`config.mk`:
```
export PLATFORM = sky130hd
export DESIGN_NAME = vc_mode_counter
export DESIGN_NICKNAME = d
export VERILOG_FILES = /design/src/rtl/vc_mode_counter.sv
export SDC_FILE = /design/constraint.sdc
export NUM_CORES = 1
export LEC_CHECK = 0
export ABC_AREA = 1
export CAP_MARGIN = 15
export CORE_ASPECT_RATIO = 1.4
export CORE_UTILIZATION = 53
export DETAILED_ROUTE_END_ITERATION = 8
export PLACE_DENSITY = 0.81
export SLEW_MARGIN = 20
export SYNTH_ARGS = -nofsm -noshare
export SYNTH_HDL_FRONTEND = slang
export SYNTH_SLANG_ARGS = --single-unit
```
`constraint.sdc`:
```
create_clock -name clk -period 4 [get_ports clk]
set_clock_uncertainty 0.05 [all_clocks]
set_input_delay 1 -clock clk [delete_from_list [all_inputs] [get_ports clk]]
set_output_delay 1 -clock clk [all_outputs]
set_load 0.005 [all_outputs]
```
`src/rtl/vc_mode_counter.sv`:
```
// Up/down counter with programmable step, runtime limit, direct load and saturate-or-wrap mode.
// Latency: count and flags are registered, so an operation shows up one cycle later; no backpressure.
module vc_mode_counter #(
    parameter int p_count_nbits       = 8,
    parameter int p_step_nbits        = 4,
    parameter int p_count_clear_value = 0,
    parameter bit p_wrap              = 1'b0
) (
    input  logic                     clk,
    input  logic                     reset,
    input  logic                     clear,
    input  logic                     load,
    input  logic [p_count_nbits-1:0] load_value,
    input  logic                     increment,
    input  logic                     decrement,
    input  logic [p_step_nbits-1:0]  step,
    input  logic [p_count_nbits-1:0] limit,
    output logic [p_count_nbits-1:0] count,
    output logic                     count_is_zero,
    output logic                     count_is_max,
    output logic                     wrap_pulse,
    output logic                     overflow,
    output logic                     underflow
);

    localparam int lp_w = p_count_nbits + 1;
    localparam logic [p_count_nbits-1:0] lp_clear = p_count_clear_value[p_count_nbits-1:0];

    logic [p_count_nbits-1:0] r_count;
    logic                     r_overflow;
    logic                     r_underflow;
    logic                     r_wrap_pulse;

    logic [p_count_nbits-1:0] w_count_nxt;
    logic                     w_ovf_set;
    logic                     w_unf_set;
    logic                     w_wrap_evt;

    // Widened by one bit so limit+1 stays exact when limit is all-ones.
    logic [lp_w-1:0] w_cnt_x;
    logic [lp_w-1:0] w_lim_x;
    logic [lp_w-1:0] w_lim1;
    logic [lp_w-1:0] w_step_x;
    logic [lp_w-1:0] w_step_eff;
    logic [lp_w-1:0] w_sum;

    assign w_cnt_x    = {1'b0, r_count};
    assign w_lim_x    = {1'b0, limit};
    assign w_lim1     = w_lim_x + lp_w'(1);
    assign w_step_x   = {{(lp_w - p_step_nbits){1'b0}}, step};
    assign w_step_eff = (p_wrap && (w_step_x > w_lim1)) ? w_lim1 : w_step_x;
    assign w_sum      = w_cnt_x + w_step_eff;

    always_comb begin
        w_count_nxt = r_count;
        w_ovf_set   = 1'b0;
        w_unf_set   = 1'b0;
        w_wrap_evt  = 1'b0;
        if (load) begin
            if (load_value <= limit) begin
                w_count_nxt = load_value;
            end else begin
                w_count_nxt = limit;
                w_ovf_set   = 1'b1;
            end
        end else if (r_count > limit) begin
            w_count_nxt = limit;
            w_ovf_set   = 1'b1;
        end else if ((increment ^ decrement) && (step != '0)) begin
            if (increment) begin
                if (w_sum <= w_lim_x) begin
                    w_count_nxt = w_sum[p_count_nbits-1:0];
                end else if (p_wrap) begin
                    w_count_nxt = p_count_nbits'(w_sum - w_lim1);
                    w_wrap_evt  = 1'b1;
                end else begin
                    w_count_nxt = limit;
                    w_ovf_set   = 1'b1;
                end
            end else begin
                if (w_step_eff <= w_cnt_x) begin
                    w_count_nxt = p_count_nbits'(w_cnt_x - w_step_eff);
                end else if (p_wrap) begin
                    w_count_nxt = p_count_nbits'(w_cnt_x + w_lim1 - w_step_eff);
                    w_wrap_evt  = 1'b1;
                end else begin
                    w_count_nxt = '0;
                    w_unf_set   = 1'b1;
                end
            end
        end
    end

    always_ff @(posedge clk) begin
        if (reset || clear) begin
            r_count      <= lp_clear;
            r_overflow   <= 1'b0;
            r_underflow  <= 1'b0;
            r_wrap_pulse <= 1'b0;
        end else begin
            r_count      <= w_count_nxt;
            r_overflow   <= r_overflow | w_ovf_set;
            r_underflow  <= r_underflow | w_unf_set;
            r_wrap_pulse <= w_wrap_evt;
        end
    end

    assign count         = r_count;
    assign count_is_zero = (r_count == '0);
    assign count_is_max  = (r_count == limit);
    assign wrap_pulse    = r_wrap_pulse;
    assign overflow      = r_overflow;
    assign underflow     = r_underflow;

    a_ctrl_known : assert property (@(posedge clk) disable iff (reset)
        !$isunknown({increment, decrement, load, clear}));

endmodule

```
Word-level counts from Yosys, hierarchy flattened:

Cells that the tools add are included.

* register bits after elaboration: 10
* bits in latches: 0
* memory bits (writable): 0
* ROM bits: 0
* output and inout port bits: 13
* logic and storage cells: 36
* memories: 0

* $add $sub $neg: 2
* multipliers: 0
* divide/modulo/power cells: 0
* $lt $le $gt $ge: 4
* equal/unequal tests: 1
* shifts and indexed selects: 0
* muxes and demuxes: 18
* bitwise logic cells: 3
* reduce and logical (&&, ||, !) cells: 5

Operators with widths (number)
* $mux 8: 7
* $mux 1: 11
* $add 8x4->9: 1
* $le 9x8->1: 1
* $eq 8x8->1: 1
* $gt 8x8->1: 1
* $le 4x8->1: 1
* $le 8x8->1: 1
* $logic_not 8->1: 1
* $sub 8x4->8: 1
* $reduce_bool 4->1: 1
* $reduce_bool 3->1: 1
* $or 1x1->1: 2
* $logic_and 1x1->1: 1
* $logic_or 1x1->1: 1
* $xor 1x1->1: 1

Depth between registers and ports, before layout:

Gate-level depths: netlist of the first run.

* depth after elaboration: 8
* gate-level depth with buffers: 26

Worst setup path after synthesis of the first run:

Ideal clock, no wire load.

* kind: input-to-reg
* from: input port step[0]
* to: register r_count[6] (netlist: count[6])
* setup time: 0.109 ns
* arrival: 3.322 ns
* data required time: 3.841 ns
* setup slack: 0.519 ns
* stages on the path: 22
* path buffers: 0
* cells stage by stage: ha_1 -> inv_1 -> fa_1 -> inv_1 -> nand2_2 -> nand3_2 -> nand2_2 -> nor2_4 -> xor2_1 -> inv_1 -> ha_1 -> a21o_1 -> a21oi_1 -> nand2_1 -> nand2_1 -> nand2_4 -> nand2_4 -> nand2_2 -> nand3_1 -> nand3_1 -> nand2_1 -> inv_1

* word-level cells in the longest chain between the ends: 7
* elaborated cells on any way between the ends: 13
* classes of those cells: 2 x add/sub; 2 x order compare; 6 x mux; 3 x reduce/logical

Ends and longest elaborated chain
* start: declaration: line 16 `input logic [p_step_nbits-1:0] step,`
* $add 8x4->9: line 52 `assign w_sum = w_cnt_x + w_step_eff;`
* $le 9x8->1: line 71 `if (w_sum <= w_lim_x) begin`
* $mux 8: line 71
* $mux 8: line 70 `if (increment) begin`
* $mux 8: line 69 `end else if ((increment ^ decrement) && (step != '0)) begin`
* $mux 8: line 66 `end else if (r_count > limit) begin`
* $mux 8: line 59 `if (load) begin`
* end signal: assignment: line 96 `r_count <= lp_clear;`
* end signal: assignment: line 101 `r_count <= w_count_nxt;`
* end: declaration: line 29 `logic [p_count_nbits-1:0] r_count;`

Parallel ways exist; a longest one is shown, timed or not. The select of a mux whose other input is x is not followed.
A chain may end at the register's enable or synchronous reset.

Worst setup path after layout of the first run:

* from: input port limit[3]
* to: output port count_is_max

* word-level cells in the longest chain between the ends: 1

Ends and longest elaborated chain
* start: declaration: line 17 `input logic [p_count_nbits-1:0] limit,`
* $eq 8x8->1: line 110 `assign count_is_max = (r_count == limit);`
* end: declaration: line 20 `output logic count_is_max,`

No other way between the ends.

==> results of run 1 <==
stage by stage:
| stage | util [%] | worst slack, ns | hold slack, ns |
|---|---|---|---|
| floorplan | - | 0.519 | 0.393 |
| global placement | 70.7 | -0.0422 | 0.388 |
| detailed placement | 70.7 | -0.131 | 0.396 |
| CTS | 72.2 | 0.112 | 0.402 |
| global route | 73.6 | -0.00193 | 0.426 |
| finish | 73.6 | 0.129 | 0.402 |
flip-flops by register name, summed over array words and instances, names as in the netlist:
name	flops
count	8
underflow	1
overflow	1
worst register-to-register path, delay by kind of cell (launching register included):
family	cells	cell delay [ns]
and+or+nand+nor	10	0.78
adders and majority gates	2	0.72
DFF	1	0.51
AOI/OAI and AO/OA	3	0.53
buffers and inverters	3	0.35
xor gates and xnor gates	1	0.16
power by group through the flow:
stage / registers (W) / logic [W] / clock network [W]
2_1_floorplan: 0.000120 / 0.000236 / 0
3_3_place_gp: 0.000126 / 0.000355 / 0
3_5_place_dp: 0.000126 / 0.000363 / 0
4_1_cts: 0.000124 / 0.000366 / 0.000127
5_1_grt: 0.000126 / 0.000421 / 0.000133
6_report: 0.000125 / 0.000376 / 0.000127
cells by family after synthesis:
logic type / after synthesis
flip-flops: 10
AO/OA/AOI/OAI: 51
other: 1
adder cells (fa/ha/maj): 34
XOR/XNOR: 4
AND/OR/NAND/NOR: 170
buffers and inverters: 65
synthesized netlist by cell type, types with 2 or more instances:
master and n:
nand3_2 3, xor2_1 4, nand2_2 6, a21oi_2 5
nand3_1 26, dfxtp_1 10, fa_1 2, nand4_1 5
nand2_1 98, nor2_1 22, buf_4 3, nand2_4 2
ha_1 32, a21oi_1 19, o21ai_2 2, o21ai_1 3
buf_2 2, inv_1 54, nor3_1 2, o21ai_0 15
inv_2 3, o21bai_1 3
cells in the final DEF, fill, tap and decap left out, types with 5 or more instances in the layout:
master           count
nand2_1             96
inv_1               53
clkdlybuf4s50_1     35
ha_1                30
buf_4               27
nand3_1             26
nor2_1              21
a21oi_1             18
o21ai_0             15
dfxtp_1             10
nand2_2              7
a21oi_2              6
nand4_1              5
per-layer routing:
metal / track usage [%] / up-vias / wire, µm
met5: 0 / - / 0
met3: 2.42 / 25 / 195
met2: 59.8 / 82 / 3140
met1: 34.1 / 1046 / 2310
met4: 17.4 / 0 / 251
li1: - / 1195 / -
area by class of cell:
class	count	area [µm²]	share of cell area, %
multi-input cells	260	1580	58.8
clock buffers	4	55.1	2.05
flip-flops and latches	10	200	7.46
repair buffers	64	578	21.5
well taps	42	52.6	1.96
inverters	58	220	8.21
worst paths after layout:
check	from	end	slack, ns	depth (start not counted)
setup reg to reg	count[1]	overflow	0.81	19
hold reg to reg	underflow	underflow	0.40	2
hold / removal	underflow	underflow	0.40	2
setup / recovery	limit[3]	count_is_max	0.13	8
what timing repair did:
| item | CTS | global route |
|---|---|---|
| resized for setup | 0 | 10 |
| setup endpoints to repair | 0 | 9 |
| buffers inserted | 0 | 2 |
==> results.cfg, run 1 <==
[outcome]
status = completed

[clock_network]
h-tree-depth = 1
numClockSinks = 10
numCtsBuffers = 3
hold_buffers = 0
clock_path_buffers = 2
clock_latency_ns = 0.24
clockRootBuffer = clkbuf_8
cts.clk_slew.worst_paths_ns = 0.05
cts_tree = yes

[synth]
synthesis.nets = 395
synthAdderAreaFrac_pct = 21.9
syn_area_um2 = 2010
synth_top_family_by_area = simple AND/OR/NAND/NOR gates
ys_seq_area_share_pct = 9.98
synth_xor_xnor_area_share_pct = 1.75
syn_inst = 335
synthDistinctLibCells = 36
synth-compound-area-share_pct = 14.9
synth_warnings = 0
yosys.area.top_type_share_pct = 20.0
synth_mux_area_share_pct = 0
synth-seq-cells = 10
synth_edf_count = 0
yosys.area.top_type = ha_1
synthSimpleGateAreaFrac_pct = 38.2
synthArstFlopShare_pct = 0
ys.flop_type = dfxtp_1
avgSynthCellArea_um2 = 5.99
synth_area_leaders = ha_1 (20%), nand2_1 (18%), inv_1 (10%), dfxtp_1 (10%), nand3_1 (6.5%)

[setup_path]
cp_max_fo = 3
critical_path.slowest_cell = clkdlybuf4s50_1
worstSetupStartpointType = input pin
path_cells = clkdlybuf4s50_1, inv_1, ha_1, nand2_1, nor2_1, nand2_1, inv_1, clkdlybuf4s50_1
crit_family = buffers and inverters
critPathRequiredTime_ns = 2.95
path_buf_inv = 4
crit_type = in2out
crit_path_end_kind = output port
max_stage_delay_ns = 0.50
cp.arrival_ns = 2.82

[floorplan]
die_w_um = 54.0
num_io_pins = 39
dieArea_um2 = 4040
die_h_um = 74.8
start_util_pct = 55.1
core-area_um2 = 3640
num_rows = 26

[power_and_ir_drop]
power_frac_comb_pct = 59.9
p_switching_w = 0.000269
p_leak_nw = 1.50
power.density_nw_per_um2 = 234
seq_power_share_pct = 19.8
clockPowerShare_pct = 20.3
p_total_w = 0.000628
internal_power_w = 0.000359
ir_drop_mv = 0.174
p_sw_share_pct = 42.8

[timing]
fmax_ghz = 0.258
finalSetupViolations = 0
drv_slew = 0
fin_setup_tns_ns = 0
slew_headroom_pct = 63.9
fin_crit_sh_pct = 96.8
hold_viol = 0
tightest_slew_ns = 0.534
period_minus_slack_ns = 3.87

[final_layout]
stdcell_count = 438
area_delta_synth_final_pct = 33.7
final_nets = 457
antennaDiodeCount = 0
drive_above_1_share_pct = 15.9
fill_cells = 309
final_area_um2 = 2680

[place]
placed_area_um2 = 2580
dp_cells = 432
io_buffer_count = 37
hpwl_um = 4950
gp_congestion = 0.974

[grt]
grt_pass1_wl_um = 9600
grt_pass1_vias = 2289
antenna_found_initial = 0
grt_max_degree = 16
globalRouteTotalUtil_pct = 32.0
grt_overflow = 0

[detailed_routing]
drc_errors = 0
wire_per_inst_um = 13.5
drt_iter0_markers = 80
viasPerCell = 5.36
ant_nets = 0
first_pass_iters = 4
via_count = 2348
routed_wirelength_um = 5900

[hold_path]
hold_class = reg2reg

[job]
maxCapViolCount = 0
No activity file was read; power rests on OpenSTA's default activity.
==> run 2, diff against run 1 <==
Settings changed: SKIP_LAST_GASP set to 1, TNS_END_PERCENT set to 20.
==> results of run 2 <==
No change in the layout: final DEF, timing and power equal those of run 1.
